$ cat src/rtl/pipe_adder_if.sv
// Handshake bundle for pipe_adder: operand beat in, result beat with flags out.
// A beat moves on a channel only in a cycle where that channel's valid and ready are both high.
interface pipe_adder_if #(
    parameter int WIDTH = 32
);
    logic             in_valid;
    logic             in_ready;
    logic [1:0]       op;
    logic [WIDTH-1:0] a;
    logic [WIDTH-1:0] b;
    logic             cin;
    logic             out_valid;
    logic             out_ready;
    logic [WIDTH-1:0] result;
    logic             c;
    logic             v;
    logic             z;
    logic             n;

    modport master (
        output in_valid, op, a, b, cin, out_ready,
        input  in_ready, out_valid, result, c, v, z, n
    );

    modport slave (
        input  in_valid, op, a, b, cin, out_ready,
        output in_ready, out_valid, result, c, v, z, n
    );
endinterface

$ cat src/rtl/pipe_adder.sv
// Pipelined adder/subtractor: one SEG-bit slice per stage, carry rippling stage to stage,
// unsummed operand slices skewed forward and finished sum slices deskewed toward the output.
module pipe_adder #(
    parameter  int WIDTH  = 32,
    parameter  int SEG    = 8,
    localparam int STAGES = WIDTH / SEG
) (
    input  logic              clk,
    input  logic              rst_n,
    pipe_adder_if.slave       bus,
    output logic [STAGES-1:0] o_dbg_stage_vld
);

    logic             w_advance;
    logic             w_out_valid;
    logic [WIDTH-1:0] w_result;
    logic             w_cout;
    logic             r_cmsb;

    // Whole pipe moves as one shift register; it only stalls on a held output beat.
    assign w_advance    = !w_out_valid || bus.out_ready;
    assign bus.in_ready = w_advance;

    genvar k;
    generate
        for (k = 0; k < STAGES; k++) begin : g_stage
            localparam int LO = k * SEG;
            localparam int HI = WIDTH - LO;

            logic [HI-1:0]     w_a;
            logic [HI-1:0]     w_b;
            logic              w_cy;
            logic              w_vld;
            logic [SEG:0]      w_add;
            logic [LO+SEG-1:0] w_sum_nx;

            logic              r_vld;
            logic              r_cy;
            logic [LO+SEG-1:0] r_sum;

            if (k == 0) begin : g_src
                assign w_vld    = bus.in_valid;
                assign w_a      = bus.a;
                assign w_b      = bus.op[1] ? ~bus.b : bus.b;
                // ADD 0, SUB 1, ADC/SBC take the external carry.
                assign w_cy     = bus.op[0] ? bus.cin : bus.op[1];
                assign w_sum_nx = w_add[SEG-1:0];
            end else begin : g_chain
                assign w_vld    = g_stage[k-1].r_vld;
                assign w_a      = g_stage[k-1].g_skew.r_a;
                assign w_b      = g_stage[k-1].g_skew.r_b;
                assign w_cy     = g_stage[k-1].r_cy;
                assign w_sum_nx = {w_add[SEG-1:0], g_stage[k-1].r_sum};
            end

            assign w_add = {1'b0, w_a[SEG-1:0]} + {1'b0, w_b[SEG-1:0]}
                         + {{SEG{1'b0}}, w_cy};

            always_ff @(posedge clk or negedge rst_n) begin
                if (!rst_n) begin
                    r_vld <= 1'b0;
                    r_cy  <= 1'b0;
                    r_sum <= '0;
                end else if (w_advance) begin
                    r_vld <= w_vld;
                    r_cy  <= w_add[SEG];
                    r_sum <= w_sum_nx;
                end
            end

            if (k < STAGES - 1) begin : g_skew
                logic [HI-SEG-1:0] r_a;
                logic [HI-SEG-1:0] r_b;

                always_ff @(posedge clk or negedge rst_n) begin
                    if (!rst_n) begin
                        r_a <= '0;
                        r_b <= '0;
                    end else if (w_advance) begin
                        r_a <= w_a[HI-1:SEG];
                        r_b <= w_b[HI-1:SEG];
                    end
                end
            end

            if (k == STAGES - 1) begin : g_tail
                // Carry into the MSB recovered from the MSB's own sum bit.
                always_ff @(posedge clk or negedge rst_n) begin
                    if (!rst_n) begin
                        r_cmsb <= 1'b0;
                    end else if (w_advance) begin
                        r_cmsb <= w_a[SEG-1] ^ w_b[SEG-1] ^ w_add[SEG-1];
                    end
                end

                assign w_result    = r_sum;
                assign w_cout      = r_cy;
                assign w_out_valid = r_vld;
            end

            assign o_dbg_stage_vld[k] = r_vld;
        end
    endgenerate

    assign bus.out_valid = w_out_valid;
    assign bus.result    = w_result;
    assign bus.c         = w_cout;
    assign bus.v         = r_cmsb ^ w_cout;
    assign bus.z         = (w_result == '0);
    assign bus.n         = w_result[WIDTH-1];

endmodule

$ cat src/flat_wrapper.sv
// flat-port wrapper written by rule: the top's interface ports become plain ports
module pipe_adder_flat 
#(
    parameter  int WIDTH  = 32,
    parameter  int SEG    = 8,
    localparam int STAGES = WIDTH / SEG
)
  (clk, rst_n, o_dbg_stage_vld, bus_in_valid, bus_op, bus_a, bus_b, bus_cin, bus_out_ready, bus_in_ready, bus_out_valid, bus_result, bus_c, bus_v, bus_z, bus_n);
  pipe_adder_if #(.WIDTH(WIDTH)) bus_i ();
  input  logic clk;
  input  logic rst_n;
  output logic [STAGES-1:0] o_dbg_stage_vld;
  input wire logic [$bits(bus_i.in_valid)-1:0] bus_in_valid;
  input wire logic [$bits(bus_i.op)-1:0] bus_op;
  input wire logic [$bits(bus_i.a)-1:0] bus_a;
  input wire logic [$bits(bus_i.b)-1:0] bus_b;
  input wire logic [$bits(bus_i.cin)-1:0] bus_cin;
  input wire logic [$bits(bus_i.out_ready)-1:0] bus_out_ready;
  output wire logic [$bits(bus_i.in_ready)-1:0] bus_in_ready;
  output wire logic [$bits(bus_i.out_valid)-1:0] bus_out_valid;
  output wire logic [$bits(bus_i.result)-1:0] bus_result;
  output wire logic [$bits(bus_i.c)-1:0] bus_c;
  output wire logic [$bits(bus_i.v)-1:0] bus_v;
  output wire logic [$bits(bus_i.z)-1:0] bus_z;
  output wire logic [$bits(bus_i.n)-1:0] bus_n;
  assign bus_i.in_valid = bus_in_valid;
  assign bus_i.op = bus_op;
  assign bus_i.a = bus_a;
  assign bus_i.b = bus_b;
  assign bus_i.cin = bus_cin;
  assign bus_i.out_ready = bus_out_ready;
  assign bus_in_ready = bus_i.in_ready;
  assign bus_out_valid = bus_i.out_valid;
  assign bus_result = bus_i.result;
  assign bus_c = bus_i.c;
  assign bus_v = bus_i.v;
  assign bus_z = bus_i.z;
  assign bus_n = bus_i.n;
  pipe_adder #(.WIDTH(WIDTH), .SEG(SEG)) u_core (.clk(clk), .rst_n(rst_n), .bus(bus_i), .o_dbg_stage_vld(o_dbg_stage_vld));
endmodule
$ cat config.mk
export PLATFORM = sky130hd
export DESIGN_NAME = pipe_adder_flat
export DESIGN_NICKNAME = d
export VERILOG_FILES = /design/src/rtl/pipe_adder_if.sv /design/src/rtl/pipe_adder.sv /design/src/flat_wrapper.sv
export SDC_FILE = /design/constraint.sdc
export NUM_CORES = 1
export LEC_CHECK = 0
export ABC_AREA = 1
export ABC_CLOCK_PERIOD_IN_PS = 1600
export CORE_MARGIN = 2
export CORE_UTILIZATION = 50
export DETAILED_ROUTE_END_ITERATION = 10
export PLACE_DENSITY_LB_ADDON = 0.3
export RECOVER_POWER = 25
export SYNTH_ARGS = -nofsm -noshare
export SYNTH_HDL_FRONTEND = slang
export SYNTH_SLANG_ARGS = --single-unit
$ cat constraint.sdc
create_clock -name clk -period 1.6 [get_ports clk]
set_clock_uncertainty 0.1 [all_clocks]
set_input_delay 0.16 -clock clk [delete_from_list [all_inputs] [get_ports clk]]
set_output_delay 0.16 -clock clk [all_outputs]
set_load 0.005 [all_outputs]
-- Word level (Yosys, flattened, before mapping)
Cells that the tools add are included.
- register bits: 185
- $add $sub $neg: 8
- multiplexer cells: 2
- bitwise operators: 4
- reductions and logical operators: 3
- operator list (operator ; number):
    $add A8 B8 Y9 ; 4
    $add A9 B1 Y9 ; 4
    $logic_not A32 Y1 ; 1
    $mux W32 ; 1
    $not A32 Y32 ; 1
    $xor A1 B1 Y1 ; 3
    $logic_not A1 Y1 ; 1
    $logic_or A1 B1 Y1 ; 1
    $mux W1 ; 1

-- Logic depth before layout (Yosys ltp)
Gate-level depths: netlist of the first run.
- depth in word-level cells: 4
- depth in mapped cells: 13
- mapped depth without buffers: 11

-- Worst setup path before layout of the first run
OpenSTA, ideal clock, no wires.
- path type: in2reg
- from: input bus_op[1]
- to: register u_core.g_stage[0].r_cy
- library setup time: 0.116 ns
- arrival: 1.779 ns
- slack: -0.396 ns
- stages: 13
- path buffers: 2
- path through: buf_2 buf_4 mux2_2 fa_1 inv_1 fa_1 inv_1 nand3_1 nand3_1 nand2_1 nand2_1 nand2_1 nand2_1
- word-level cells in the longest chain between the ends: 3
- elaborated cells on any way between the ends: 4
- those cells by class: add/sub (2); mux (2)
- RTL lines (item ; line ; text):
    start, declared ; flat_wrapper.sv:14 ; input wire logic [$bits(bus_i.op)-1:0] bus_op;
    $mux W32 ; pipe_adder.sv:44 ; assign w_b = bus.op[1] ? ~bus.b : bus.b;
    $add A8 B8 Y9 ; pipe_adder.sv:56 ; assign w_add = {1'b0, w_a[SEG-1:0]} + {1'b0, w_b[SEG-1:0]}
    $add A9 B1 Y9 * ; pipe_adder.sv:57 ; + {{SEG{1'b0}}, w_cy};
    end signal, assigned ; pipe_adder.sv:66 ; r_cy <= w_add[SEG];
    end, declared ; pipe_adder.sv:38 ; logic r_cy;
Mark *: on every way between the ends. The rest lies on a longest branch, timed or not.
A chain may end at the register's enable or synchronous reset.

-- Worst setup path in the final report of the first run
- from: register u_core.g_stage[2].r_cy
- to: register u_core.g_stage[3].r_sum[30], in the netlist u_core.bus.result[30]
- word-level cells in the longest chain between the ends: 1
- RTL lines (item ; line ; text):
    start, declared ; pipe_adder.sv:38 ;
    start signal, assigned ; pipe_adder.sv:66 ;
    $add A9 B1 Y9 ; pipe_adder.sv:57 ;
    end signal, assigned ; pipe_adder.sv:67 ; r_sum <= w_sum_nx;
    end, declared ; pipe_adder.sv:39 ; logic [LO+SEG-1:0] r_sum;
No other way between the ends.

==> Flow_metrics.wiki, run 1 <==
{| class="wikitable"
! Metric !! Value
|-
| CTS buffer count || 17
|-
| Row count || 48
|-
| Post-Synth Adder-Cell Area || 5.86%
|-
| Net count after synthesis || 1132
|-
| Final Hold Viols || 0
|-
| Proportion of power drawn by combinational gates || 44.3%
|-
| Net switching power || 8.29 mW
|-
| Die outline area || 18500 um2
|-
| Reg2reg path depth || 8
|-
| Multiplexer share of the synthesized area || 0.129%
|-
| Residual DRC count || 0
|-
| Register-to-Register Setup Slack || -0.31 ns
|-
| Wire length of the first global-routing pass || 31.0 mm
|-
| Sequential share of power || 36.8%
|-
| Final design utilization || 67.2%
|-
| Simple-gate portion of the synthesized area || 23.4%
|-
| Largest cells by area after synthesis || dfrtp_1 53%, nand2_1 18%, o21ai_0 5.1%, ha_1 4.0%, inv_1 3.7%
|-
| Residual overflow from global routing || 0
|-
| GRT Resource Usage Total || 20.9%
|-
| Part of the total power dissipated in the clock network || 18.9%
|-
| Worst setup path end || u_core.bus.result[30]
|-
| Antenna Cells || 0
|-
| Setup Slack @ Placement || -0.654 ns
|-
| HPWL after detailed placement || 12.6 mm
|-
| Post-synthesis compound-gate area fraction || 6.87%
|-
| Count of state elements after synthesis || 185
|-
| Internal power summed over all cells || 13.9 mW
|-
| Minimum setup slack in the final design || -0.310 ns
|-
| Path type of the worst min-delay path || in -> reg
|-
| Unique cell type count in the Yosys netlist || 27
|-
| Type of the worst setup path || reg -> reg
|-
| Vias per Instance || 4.84
|-
| Highest ir drop seen on vdd || 0.911 mV
|-
| Cell Area, Synth || 8720 um2
|-
| Via count of the first global-routing pass || 6617
|-
| Post-route ant nets || 0
|-
| Maximum number of pins on one net before global-route repair || 69
|-
| Area growth from synthesis to layout || 32.5%
|-
| Root buf cell || clkbuf_16
|-
| Fraction of power spent switching nets || 37.4%
|-
| Kind of end point of the critical path || register
|-
| Synth Area in XOR/XNOR || 3.52%
|-
| Routed wire length || 18.9 mm
|-
| Fraction of layout instances using a drive strength above 1 || 16.4%
|-
| Data required time of the critical path || 1.86 ns
|-
| Clock transition at path regs || 0.07 ns
|-
| Critical Path Start Type || register
|-
| Largest buffer count on any clock path || 2
|-
| Result of the run || finished with violations
|-
| Crit Path Max Fanout || 3
|-
| Count of final max-slew check failures || 0
|-
| Total Power Consumption || 22.2 mW
|-
| Count of maximum capacitance violations || 0
|-
| Top-Level Pins || 113
|-
| Yosys top cell area share || 53.1%
|-
| Register area share after synthesis || 53.1%
|-
| Finished Layout Cells || 1435
|-
| Reg2reg start || u_core.g_stage[2].r_cy
|-
| Largest family of logic cells by synthesized area || simple AND/OR/NAND/NOR gates
|-
| Number of antenna violations at the first check in global routing || 0
|-
| Setup TNS Final || -3.05 ns
|-
| Worst-Margin Slew || 0.830 ns
|-
| Launching element of the worst setup path || u_core.g_stage[2].r_cy
|-
| Placeable core area || 17200 um2
|-
| Worst rel slew slack || 44.7%
|-
| Via count || 6940
|-
| Max Clk Rate || 0.523 GHz
|-
| Power Density || 1920 nW/um2
|-
| Final GP Congestion || 0.811
|-
| Post-synth top area cell || dfrtp_1
|-
| Signal arrival time at the worst endpoint || 2.17 ns
|-
| Average cell area after synthesis || 8.51 um2
|-
| Drt wl/cell || 13.2 um
|-
| Sink count of the clock tree || 185
|-
| RSZ-0062 raised after global routing || true
|-
| Reg-to-reg endpoint || u_core.bus.result[30]
|-
| Initial Util || 50.8%
|-
| PortBufs || 112
|-
| Syn. warnings || 0
|-
| Die width || 136 um
|-
| LEAKAGE || 5.86 nW
|-
| Total placed cells including tap cells || 1387
|-
| Violations in the final reports || setup timing
|-
| Min Tclk post-route || 1.91 ns
|-
| Setup Viol. Count Final || 19
|-
| Final Net Count || 1304
|-
| 1st-pass router iterations || 7
|-
| Clock tree from TritonCTS || built
|-
| Level count of the clock H-tree || 4
|-
| Clock insertion delay at the later pin of the skew report || 0.43 ns
|-
| First DRT Iteration DRCs || 510
|-
| Post-Syn Instances || 1025
|-
| Overall die height || 136 um
|-
| Final critical-path share of the clock period || 119%
|}
==> synthesized netlist by cell type <==
library cell,instances
nor2_4,1
nand3_1,35
o21ai_1,16
nand3b_1,6
o21ai_0,88
o22ai_1,2
xnor2_1,26
nor2_1,30
a21oi_1,12
nand4_1,8
nand2_1,421
fa_1,8
buf_2,26
inv_2,1
inv_1,87
or2_2,1
dfrtp_1,185
ha_1,28
buf_6,2
nor4_1,4
buf_4,15
clkbuf_1,6
mux2_2,1
and2_1,3
or2_1,3
xor2_1,9
a31oi_1,1
==> through the flow <==
stage / hold WS [ns] / area [um2]
finish: 0.157 / 11600
global route: 0.169 / 11600
CTS: 0.0726 / 11300
floorplan: -0.236 / 8780
global placement: -0.0340 / 10600
detailed placement: -0.0313 / 10600
==> power by group through the flow <==
stage	registers, mW	clock network (mW)	logic (mW)
2_1_floorplan	7.79	0	5.35
3_3_place_gp	7.92	0	8.58
3_5_place_dp	8.02	0	8.79
4_1_cts	7.97	4.26	8.93
5_1_grt	8.37	4.46	11.1
6_report	8.15	4.19	9.82
==> layout by cell type, fill, tap and decap left out, drive strengths merged, types with 12 or more instances in the layout <==
cell / Yosys / layout
xnor2: 26 / 26
a21oi: 12 / 12
nor2: 31 / 31
dlygate4sd2: 0 / 32
clkdlybuf4s50: 0 / 67
ha: 28 / 28
nand2: 421 / 421
o21ai: 104 / 104
buf: 43 / 92
dfrtp: 185 / 185
nand3: 35 / 35
clkbuf: 6 / 25
inv: 88 / 92
==> flip-flops by register name (all words and copies together), names as in the netlist <==
| name | cells |
|---|---|
| u_core.bus.c | 1 |
| u_core.bus.out_valid | 1 |
| u_core.bus.result | 32 |
| u_core.g_stage.g_skew.r_a | 48 |
| u_core.g_stage.g_skew.r_b | 48 |
| u_core.g_stage.r_cy | 3 |
| u_core.g_stage.r_sum | 48 |
| u_core.g_stage.r_vld | 3 |
| u_core.r_cmsb | 1 |
==> cell families (layout without fill, tap and decap cells) <==
group / count (synthesis) / in the layout
simple gates: 512 / 512
buf+inv: 137 / 322
xor+xnor: 35 / 35
flops: 185 / 185
mux: 1 / 1
compound gates: 119 / 119
fa+ha+maj: 36 / 36
==> worst max-delay path: stages, from the launching register on <==
cell and delay, ns:
dfrtp_1 0.40, fa_2 0.44, fa_2 0.41, nand3_2 0.10, nand3_2 0.07, nand2_2 0.07
buf_4 0.11, nand3_2 0.07, nand2_1 0.06
==> metal layers <==
layer  share of wire (%)  GRT usage, %
met5                   0             0
met4                 1.4          7.00
met3                 3.1          2.98
met2                  47          32.5
met1                  49          30.4
==> worst min path at each step <==
stage,cells past startpoint,slack (ns),start,end
after floorplan,0,-0.24,rst_n,u_core.bus.c
after global routing,3,0.17,bus_a[11],u_core.g_stage[0].g_skew.r_a[3]
after global placement,1,-0.03,rst_n,u_core.g_stage[0].g_skew.r_b[3]
final,3,0.16,bus_a[12],u_core.g_stage[0].g_skew.r_a[4]
after detailed placement,1,-0.03,rst_n,u_core.g_stage[0].g_skew.r_b[3]
after CTS,2,0.07,rst_n,u_core.g_stage[0].r_cy
==> final cells by class <==
cell class	instances	area [um2]
clock buffers	21	450
clock inverters	11	139
fillers	1407	5630
inverters	88	333
multi-input cells	703	3840
flip-flops and latches	185	4630
well taps	225	282
repair buffers	202	1880
==> what timing repair did <==
| action | CTS | global route |
|---|---|---|
| hold buffers | 1 | 0 |
| endpoints found under the hold margin | 185 | 0 |
| setup buffers | 6 | 10 |
| endpoints found under the setup margin | 59 | 47 |
| gates resized for setup | 69 | 56 |
| pin swaps | 26 | 22 |
(Power assumes the default switching activity.)
==> run 2: changes to the inputs <==
--- a/config.mk
+++ b/config.mk
@@ -11,7 +11,7 @@
 export CORE_UTILIZATION = 50
 export DETAILED_ROUTE_END_ITERATION = 10
 export PLACE_DENSITY_LB_ADDON = 0.3
-export RECOVER_POWER = 25
+export RECOVER_POWER = 100
 export SYNTH_ARGS = -nofsm -noshare
 export SYNTH_HDL_FRONTEND = slang
 export SYNTH_SLANG_ARGS = --single-unit
==> run 2 against run 1 <==
Compared with the run above:
- the flow still finishes with violations (setup timing)
- flip-flop and latch count is the same
- via count up 0.23%
- hold slack got worse by 0.00066 ns
- wire length about the same
- sequential share of layout area increased by 0.20 points
- largest cell class unchanged
==> Flow_metrics.wiki, run 2 (synthesized netlist as in run 1, its figures left out) <==
{| class="wikitable"
! Metric !! Value
|-
| Slowest cell on crit path || fa_2
|-
| Drt wl/cell || 13.2 um (about the same)
|-
| Top Registers || u_core.g_stage.g_skew.r_a x48, u_core.g_stage.g_skew.r_b x48, u_core.g_stage.r_sum x48
|-
| Antenna Cells || 0 (unchanged)
|-
| Final Net Count || 1304 (unchanged)
|-
| Sequential share of power || 37.0% (+0.2 points)
|-
| Residual DRC count || 0 (unchanged)
|-
| Row count || 48 (unchanged)
|-
| Placeable core area || 17200 um2 (unchanged)
|-
| Critical Path Start Type || register
|-
| Total Power Consumption || 22.0 mW (-0.65%)
|-
| Clock tree from TritonCTS || built
|-
| CTS buffer count || 17 (unchanged)
|-
| Count of maximum capacitance violations || 0 (unchanged)
|-
| Most used cells in the layout excluding fill and tap cells || 407 x nand2_1, 185 x dfrtp_1, 85 x inv_1
|-
| Final critical-path share of the clock period || 119% (about the same)
|-
| Data required time of the critical path || 1.86 ns (about the same)
|-
| GRT Resource Usage Total || 20.9% (unchanged)
|-
| Fraction of power spent switching nets || 37.5% (+0.093 points)
|-
| Count of final max-slew check failures || 0 (unchanged)
|-
| Type of the worst setup path || reg -> reg
|-
| Largest buffer count on any clock path || 2 (unchanged)
|-
| PortBufs || 112 (unchanged)
|-
| Violations in the final reports || setup timing
|-
| Finished Layout Cells || 1435 (unchanged)
|-
| Signal arrival time at the worst endpoint || 2.17 ns (about the same)
|-
| Final Hold Viols || 0 (unchanged)
|-
| Total placed cells including tap cells || 1387 (unchanged)
|-
| Via count || 6956 (+0.23%)
|-
| Post-route ant nets || 0 (unchanged)
|-
| Finished layout cell area || 11500 um2 (-0.49%)
|-
| Area growth from synthesis to layout || 31.8%
|-
| Clock insertion delay at the later pin of the skew report || 0.43 ns (about the same)
|-
| Number of antenna violations at the first check in global routing || 0 (unchanged)
|-
| Internal power summed over all cells || 13.8 mW (-0.80%)
|-
| Path type of the worst min-delay path || in -> reg
|-
| HPWL after detailed placement || 12.6 mm (unchanged)
|-
| Fraction of layout instances using a drive strength above 1 || 16.1% (-0.33 points)
|-
| Crit Path Max Fanout || 3 (unchanged)
|-
| Final GP Congestion || 0.811 (unchanged)
|-
| Minimum setup slack in the final design || -0.311 ns (-0.000728 ns)
|-
| Worst rel slew slack || 44.6% (-0.059 points)
|-
| Clock transition at path regs || 0.07 ns (about the same)
|-
| Part of the total power dissipated in the clock network || 19.0% (about the same)
|-
| 1st-pass router iterations || 7 (unchanged)
|-
| Level count of the clock H-tree || 4 (unchanged)
|-
| Root buf cell || clkbuf_16
|-
| Instance area after placement || 10600 um2 (unchanged)
|-
| Initial Util || 50.8% (unchanged)
|-
| Worst hold path cell count || 3 (unchanged)
|-
| Die width || 136 um (unchanged)
|-
| Die outline area || 18500 um2 (unchanged)
|-
| Worst-Margin Slew || 0.831 ns (+0.000884 ns)
|-
| Net switching power || 8.25 mW (-0.40%)
|-
| Most frequent standard cell in the layout excluding fill and tap cells || nand2_1
|-
| Area of combinational cells with multiple inputs || 3830 um2 (-0.20%)
|-
| Overall die height || 136 um (unchanged)
|-
| Setup Viol. Count Final || 55 (+36)
|-
| Proportion of power drawn by combinational gates || 44.0% (-0.3 points)
|-
| Highest ir drop seen on vdd || 0.913 mV (+0.24%)
|-
| Wire length of the first global-routing pass || 31.0 mm (unchanged)
|-
| Library cell appearing most often on the critical path || nand3_2
|-
| LEAKAGE || 5.79 nW (-1.1%)
|-
| Reg2reg path depth || 8 (unchanged)
|-
| Power Density || 1910 nW/um2 (-0.16%)
|-
| Sequence of cells on the critical path || fa_2, fa_2, nand3_2, nand3_2, nand2_2, buf_4, nand3_2, nand2_1
|-
| Vias per Instance || 4.85 (+0.23%)
|-
| Max Clk Rate || 0.523 GHz (about the same)
|-
| Worst stage delay on the critical path || 0.44 ns (about the same)
|-
| Result of the run || finished with violations
|-
| Routed wire length || 18.9 mm (about the same)
|-
| Sink count of the clock tree || 185 (unchanged)
|-
| Kind of end point of the critical path || register
|-
| Area taken by flip-flops and latches || 4630 um2 (unchanged)
|-
| Top-Level Pins || 113 (unchanged)
|-
| Via count of the first global-routing pass || 6617 (unchanged)
|-
| RSZ-0062 raised after global routing || true
|-
| Maximum number of pins on one net before global-route repair || 69 (unchanged)
|-
| Number of fill cells in the layout || 1420 (+0.92%)
|-
| Min Tclk post-route || 1.91 ns (+0.000728 ns)
|-
| Residual overflow from global routing || 0 (unchanged)
|-
| First DRT Iteration DRCs || 533 (+4.5%)
|}
## run 2: cell count changes in the layout (fill, tap and decap cells not counted), sizes merged
cell,delta
clkinvlp,+1
dlymetal6s2s,-3
inv,-1
clkbuf,+35
clkdlybuf4s25,+3
buf,-35
## run 2: what timing repair did
item | CTS | global route
setup buffers | 6 | 10
hold endpoints to repair | 185 | 0
pin swaps | 26 | 22
hold buffers | 1 | 0
gates resized for setup | 69 | 56
setup endpoints to repair | 59 | 47
## run 2: layout make-up
type | count | share of cell area [%]
inverters | 88 | 2.88
multi-input cells | 703 | 33.3
clock buffers | 21 | 3.92
well taps | 225 | 2.45
flip-flops and latches | 185 | 40.3
clock inverters | 11 | 1.21
repair buffers | 202 | 15.9
## run 2: worst paths after layout
path	from	slack, ns	to
min in group asynchronous	rst_n	0.26	u_core.g_stage[0].g_skew.r_b[3]
max in group asynchronous	rst_n	0.21	u_core.g_stage[2].g_skew.r_a[1]
worst max-delay path	u_core.g_stage[2].r_cy	-0.31	u_core.bus.result[30]
worst max register to register	u_core.g_stage[2].r_cy	-0.31	u_core.bus.result[30]
worst min register to register	u_core.g_stage[0].g_skew.r_b[14]	0.37	u_core.g_stage[1].g_skew.r_b[6]
worst min-delay path	bus_a[12]	0.16	u_core.g_stage[0].g_skew.r_a[4]
## run 2: metal layers
layer / wire (um) / track usage [%]
met5: 0 / 0
met4: 266 / 7.00
met3: 587 / 2.98
met2: 8800 / 32.5
met1: 9240 / 30.4
## run 2: metrics by stage
step	hold slack (ns)	setup WS (ns)	setup TNS (ns)	util [%]
after global routing	0.169	-0.378	-22.52	66.9
final	0.156	-0.311	-4.04	66.9
after detailed placement	-0.0313	-0.654	-7.14	61.5
after global placement	-0.0340	-0.618	-6.37	61.5
after floorplan	-0.236	-0.312	-2.11	-
after CTS	0.0726	-0.261	-2.56	65.5
## run 2: worst max-delay path, delay by kind of cell (launching register included)
kind | cells | cell delay (ns)
flip-flops | 1 | 0.40
buffers and inverters | 1 | 0.11
AND/OR/NAND/NOR | 5 | 0.37
adder cells (fa/ha/maj) | 2 | 0.85
## run 2: power by group through the flow
stage / Sequential, mW / Combinational, mW / Clock [mW]
2_1_floorplan: 7.79 / 5.35 / 0
3_3_place_gp: 7.92 / 8.58 / 0
3_5_place_dp: 8.02 / 8.79 / 0
4_1_cts: 7.97 / 8.93 / 4.26
5_1_grt: 8.36 / 11.0 / 4.46
6_report: 8.14 / 9.68 / 4.19
==> run 3: changes to the inputs <==
--- a/config.mk
+++ b/config.mk
@@ -10,8 +10,8 @@
 export CORE_MARGIN = 2
 export CORE_UTILIZATION = 50
 export DETAILED_ROUTE_END_ITERATION = 10
-export PLACE_DENSITY_LB_ADDON = 0.3
-export RECOVER_POWER = 100
+export GPL_ROUTABILITY_DRIVEN = 0
+export PLACE_DENSITY_LB_ADDON = 0.12
 export SYNTH_ARGS = -nofsm -noshare
 export SYNTH_HDL_FRONTEND = slang
 export SYNTH_SLANG_ARGS = --single-unit
==> run 3 against run 2 <==
Compared with the run above:
- the run still ends with setup timing left
- flip-flop and latch count is the same
- highest routed layer unchanged
- clock power shrank 1%
- non-clock buffer count grew 8
- critical path depth is the same
- total power grew 0.45%
- utilization grew 0.94 points
- wire length shrank 1.7%
- hold slack gained 0.0060 ns
- global-route usage is essentially flat
- die area is the same
- sequential power is essentially flat
- via count shrank 1.3%
==> Flow_metrics.wiki, run 3 (synthesized netlist as in run 1, its figures left out) <==
{| class="wikitable"
! Metric !! Value
|-
| Result of the run || finished with violations
|-
| Violations in the final reports || setup timing
|-
| Sink count of the clock tree || 185 (unchanged)
|-
| Minimum setup slack in the final design || -0.264 ns (+0.0465 ns)
|-
| LEAKAGE || 5.87 nW (+1.3%)
|-
| Crit Path Max Fanout || 3 (unchanged)
|-
| Area growth from synthesis to layout || 33.7%
|-
| GRT Resource Usage Total || 20.9% (-0.027 points)
|-
| First DRT Iteration DRCs || 462 (-13%)
|-
| Fraction of layout instances using a drive strength above 1 || 16.6% (+0.48 points)
|-
| Path type of the worst min-delay path || in -> reg
|-
| Worst rel slew slack || 66.8% (+22 points)
|-
| Finished Layout Cells || 1442 (+0.49%)
|-
| Reg-to-reg endpoint || u_core.bus.c
|-
| Reg2reg start || u_core.g_stage[2].g_skew.r_b[0]
|-
| Worst-Margin Slew || 0.497 ns (-0.334 ns)
|-
| Level count of the clock H-tree || 4 (unchanged)
|-
| Die width || 136 um (unchanged)
|-
| Total placed cells including tap cells || 1394 (+0.50%)
|-
| Number of fill cells in the layout || 1422 (+0.14%)
|-
| Top-Level Pins || 113 (unchanged)
|-
| Vias per Instance || 4.76 (-1.8%)
|-
| 1st-pass router iterations || 5 (-2)
|-
| Final critical-path share of the clock period || 117% (-2.9 points)
|-
| Number of antenna violations at the first check in global routing || 0 (unchanged)
|-
| Slowest cell on crit path || fa_2
|-
| Final Hold Viols || 0 (unchanged)
|-
| Endpoint with the worst hold slack || u_core.g_stage[0].g_skew.r_a[3]
|-
| Final Net Count || 1312 (+0.61%)
|-
| Type of the worst setup path || reg -> reg
|-
| Max Clk Rate || 0.536 GHz (+2.5%)
|-
| Min Tclk post-route || 1.86 ns (-0.0465 ns)
|-
| Largest buffer count on any clock path || 2 (unchanged)
|-
| Clock insertion delay at the later pin of the skew report || 0.43 ns (about the same)
|-
| Post-route ant nets || 0 (unchanged)
|-
| Drt wl/cell || 12.9 um (-2.2%)
|-
| Placeable core area || 17200 um2 (unchanged)
|-
| Count of maximum capacitance violations || 0 (unchanged)
|-
| Worst hold path cell count || 3 (unchanged)
|-
| Top Registers || u_core.g_stage.g_skew.r_a x48, u_core.g_stage.g_skew.r_b x48, u_core.g_stage.r_sum x48
|-
| Sequence of cells on the critical path || fa_2, fa_2, nand3_2, nand3_2, nand2_2, nand2_1, nand2_1, nand2_1
|-
| HPWL after detailed placement || 12.9 mm (+2.3%)
|-
| Signal arrival time at the worst endpoint || 2.08 ns (-0.09 ns)
|-
| Worst Hold Launch || bus_a[11]
|-
| Most used cells in the layout excluding fill and tap cells || 412 x nand2_1, 185 x dfrtp_1, 82 x inv_1, 82 x o21ai_0, 78 x buf_4
|-
| Data required time of the critical path || 1.82 ns (-0.04 ns)
|-
| Most frequent standard cell in the layout excluding fill and tap cells || nand2_1
|-
| Die outline area || 18500 um2 (unchanged)
|-
| Critical Path Start Type || register
|-
| Maximum number of pins on one net before global-route repair || 58 (-16%)
|-
| CTS buffer count || 17 (unchanged)
|-
| Root buf cell || clkbuf_16
|-
| Via count of the first global-routing pass || 6412 (-3.1%)
|-
| Reg2reg path depth || 8 (unchanged)
|-
| Antenna Cells || 0 (unchanged)
|-
| Clock tree from TritonCTS || built
|-
| Count of final max-slew check failures || 0 (unchanged)
|-
| Row count || 48 (unchanged)
|-
| Kind of end point of the critical path || register
|-
| PortBufs || 112 (unchanged)
|-
| Finished layout cell area || 11700 um2 (+1.4%)
|-
| Clock transition at path regs || 0.06 ns (about the same)
|-
| Wire length of the first global-routing pass || 30.7 mm (-1.1%)
|-
| Residual DRC count || 0 (unchanged)
|-
| Setup Viol. Count Final || 15 (-73%)
|-
| Routed wire length || 18.6 mm (-1.7%)
|-
| Register-to-Register Setup Slack || -0.26 ns (+0.05 ns)
|-
| Initial Util || 50.8% (unchanged)
|-
| Via count || 6866 (-1.3%)
|-
| Highest ir drop seen on vdd || 0.964 mV (+5.6%)
|-
| Residual overflow from global routing || 0 (unchanged)
|-
| Power Density || 1900 nW/um2 (-0.94%)
|-
| RSZ-0062 raised after global routing || true
|-
| Worst stage delay on the critical path || 0.46 ns (+0.02 ns)
|-
| Overall die height || 136 um (unchanged)
|-
| Instance area after placement || 10700 um2 (+0.88%)
|-
| Library cell appearing most often on the critical path || nand2_1
|}
-- run 3: repair_timing --
item	in CTS	in global routing
hold endpoints to repair	133	0
setup buffers	11	5
hold buffers	1	0
endpoints found under the setup margin	63	31
pin swaps	17	20
gates resized for setup	74	44
-- run 3: how the worst max path moves through the flow --
stage	depth (start not counted)	endpoint	start	slack (ns)
after global routing	8	u_core.bus.c	u_core.g_stage[2].g_skew.r_b[0]	-0.33
after detailed placement	12	u_core.g_stage[0].r_cy	bus_op[0]	-0.65
after CTS	8	u_core.bus.c	u_core.g_stage[2].r_cy	-0.24
final	8	u_core.bus.c	u_core.g_stage[2].g_skew.r_b[0]	-0.26
after global placement	12	u_core.g_stage[0].r_cy	bus_op[0]	-0.62
after floorplan	13	u_core.g_stage[0].r_cy	bus_op[1]	-0.31
-- run 3: final cells by class --
cell class                 instances  area [um2]  share of cell area (%)
clock buffer                      21         460                    3.95
clock inverter                    10         120                    1.03
inverter                          88         333                    2.86
multi-input combinational        703        3840                    32.9
sequential                       185        4630                    39.7
tap                              225         282                    2.42
timing repair buffer             210        1990                    17.1
-- run 3: layer usage --
metal  vias up  part of all wire [%]  routed length (um)  track usage, %
met2       146                    44                8230            30.5
met5         -                     0                   0               0
met1      3125                    51                9400            31.8
met4         0                   1.7                 310            6.19
met3        28                   3.4                 640            3.88
li1       3567                     -                   -               -
-- run 3: through the flow --
stage | setup TNS [ns] | total power [mW] | util, % | worst slack, ns | hold slack [ns]
detailed placement | -6.92 | 16.9 | 62.1 | -0.652 | 0.0801
finish | -2.77 | 22.1 | 67.9 | -0.264 | 0.162
CTS | -2.46 | 21.3 | 66.4 | -0.237 | 0.148
global route | -4.13 | 24.0 | 67.9 | -0.329 | 0.172
floorplan | -2.11 | 13.1 | - | -0.312 | -0.236
global placement | -6.42 | 16.6 | 62.1 | -0.621 | 0.0819
-- run 3: report_power, final --
part / internal, mW / total (mW) / leakage (nW) / switching, mW
clock network: 2.38 / 4.15 / 0.268 / 1.77
logic: 4.79 / 9.83 / 3.36 / 5.05
registers: 6.76 / 8.13 / 2.24 / 1.37
total: 13.9 / 22.1 / 5.87 / 8.19
-- run 3: worst max-delay path, delay by kind of cell (launching register included) --
kind / cells / cell delay, ns
adders and majority gates: 2 / 0.86
DFF: 1 / 0.41
and+or+nand+nor: 6 / 0.39
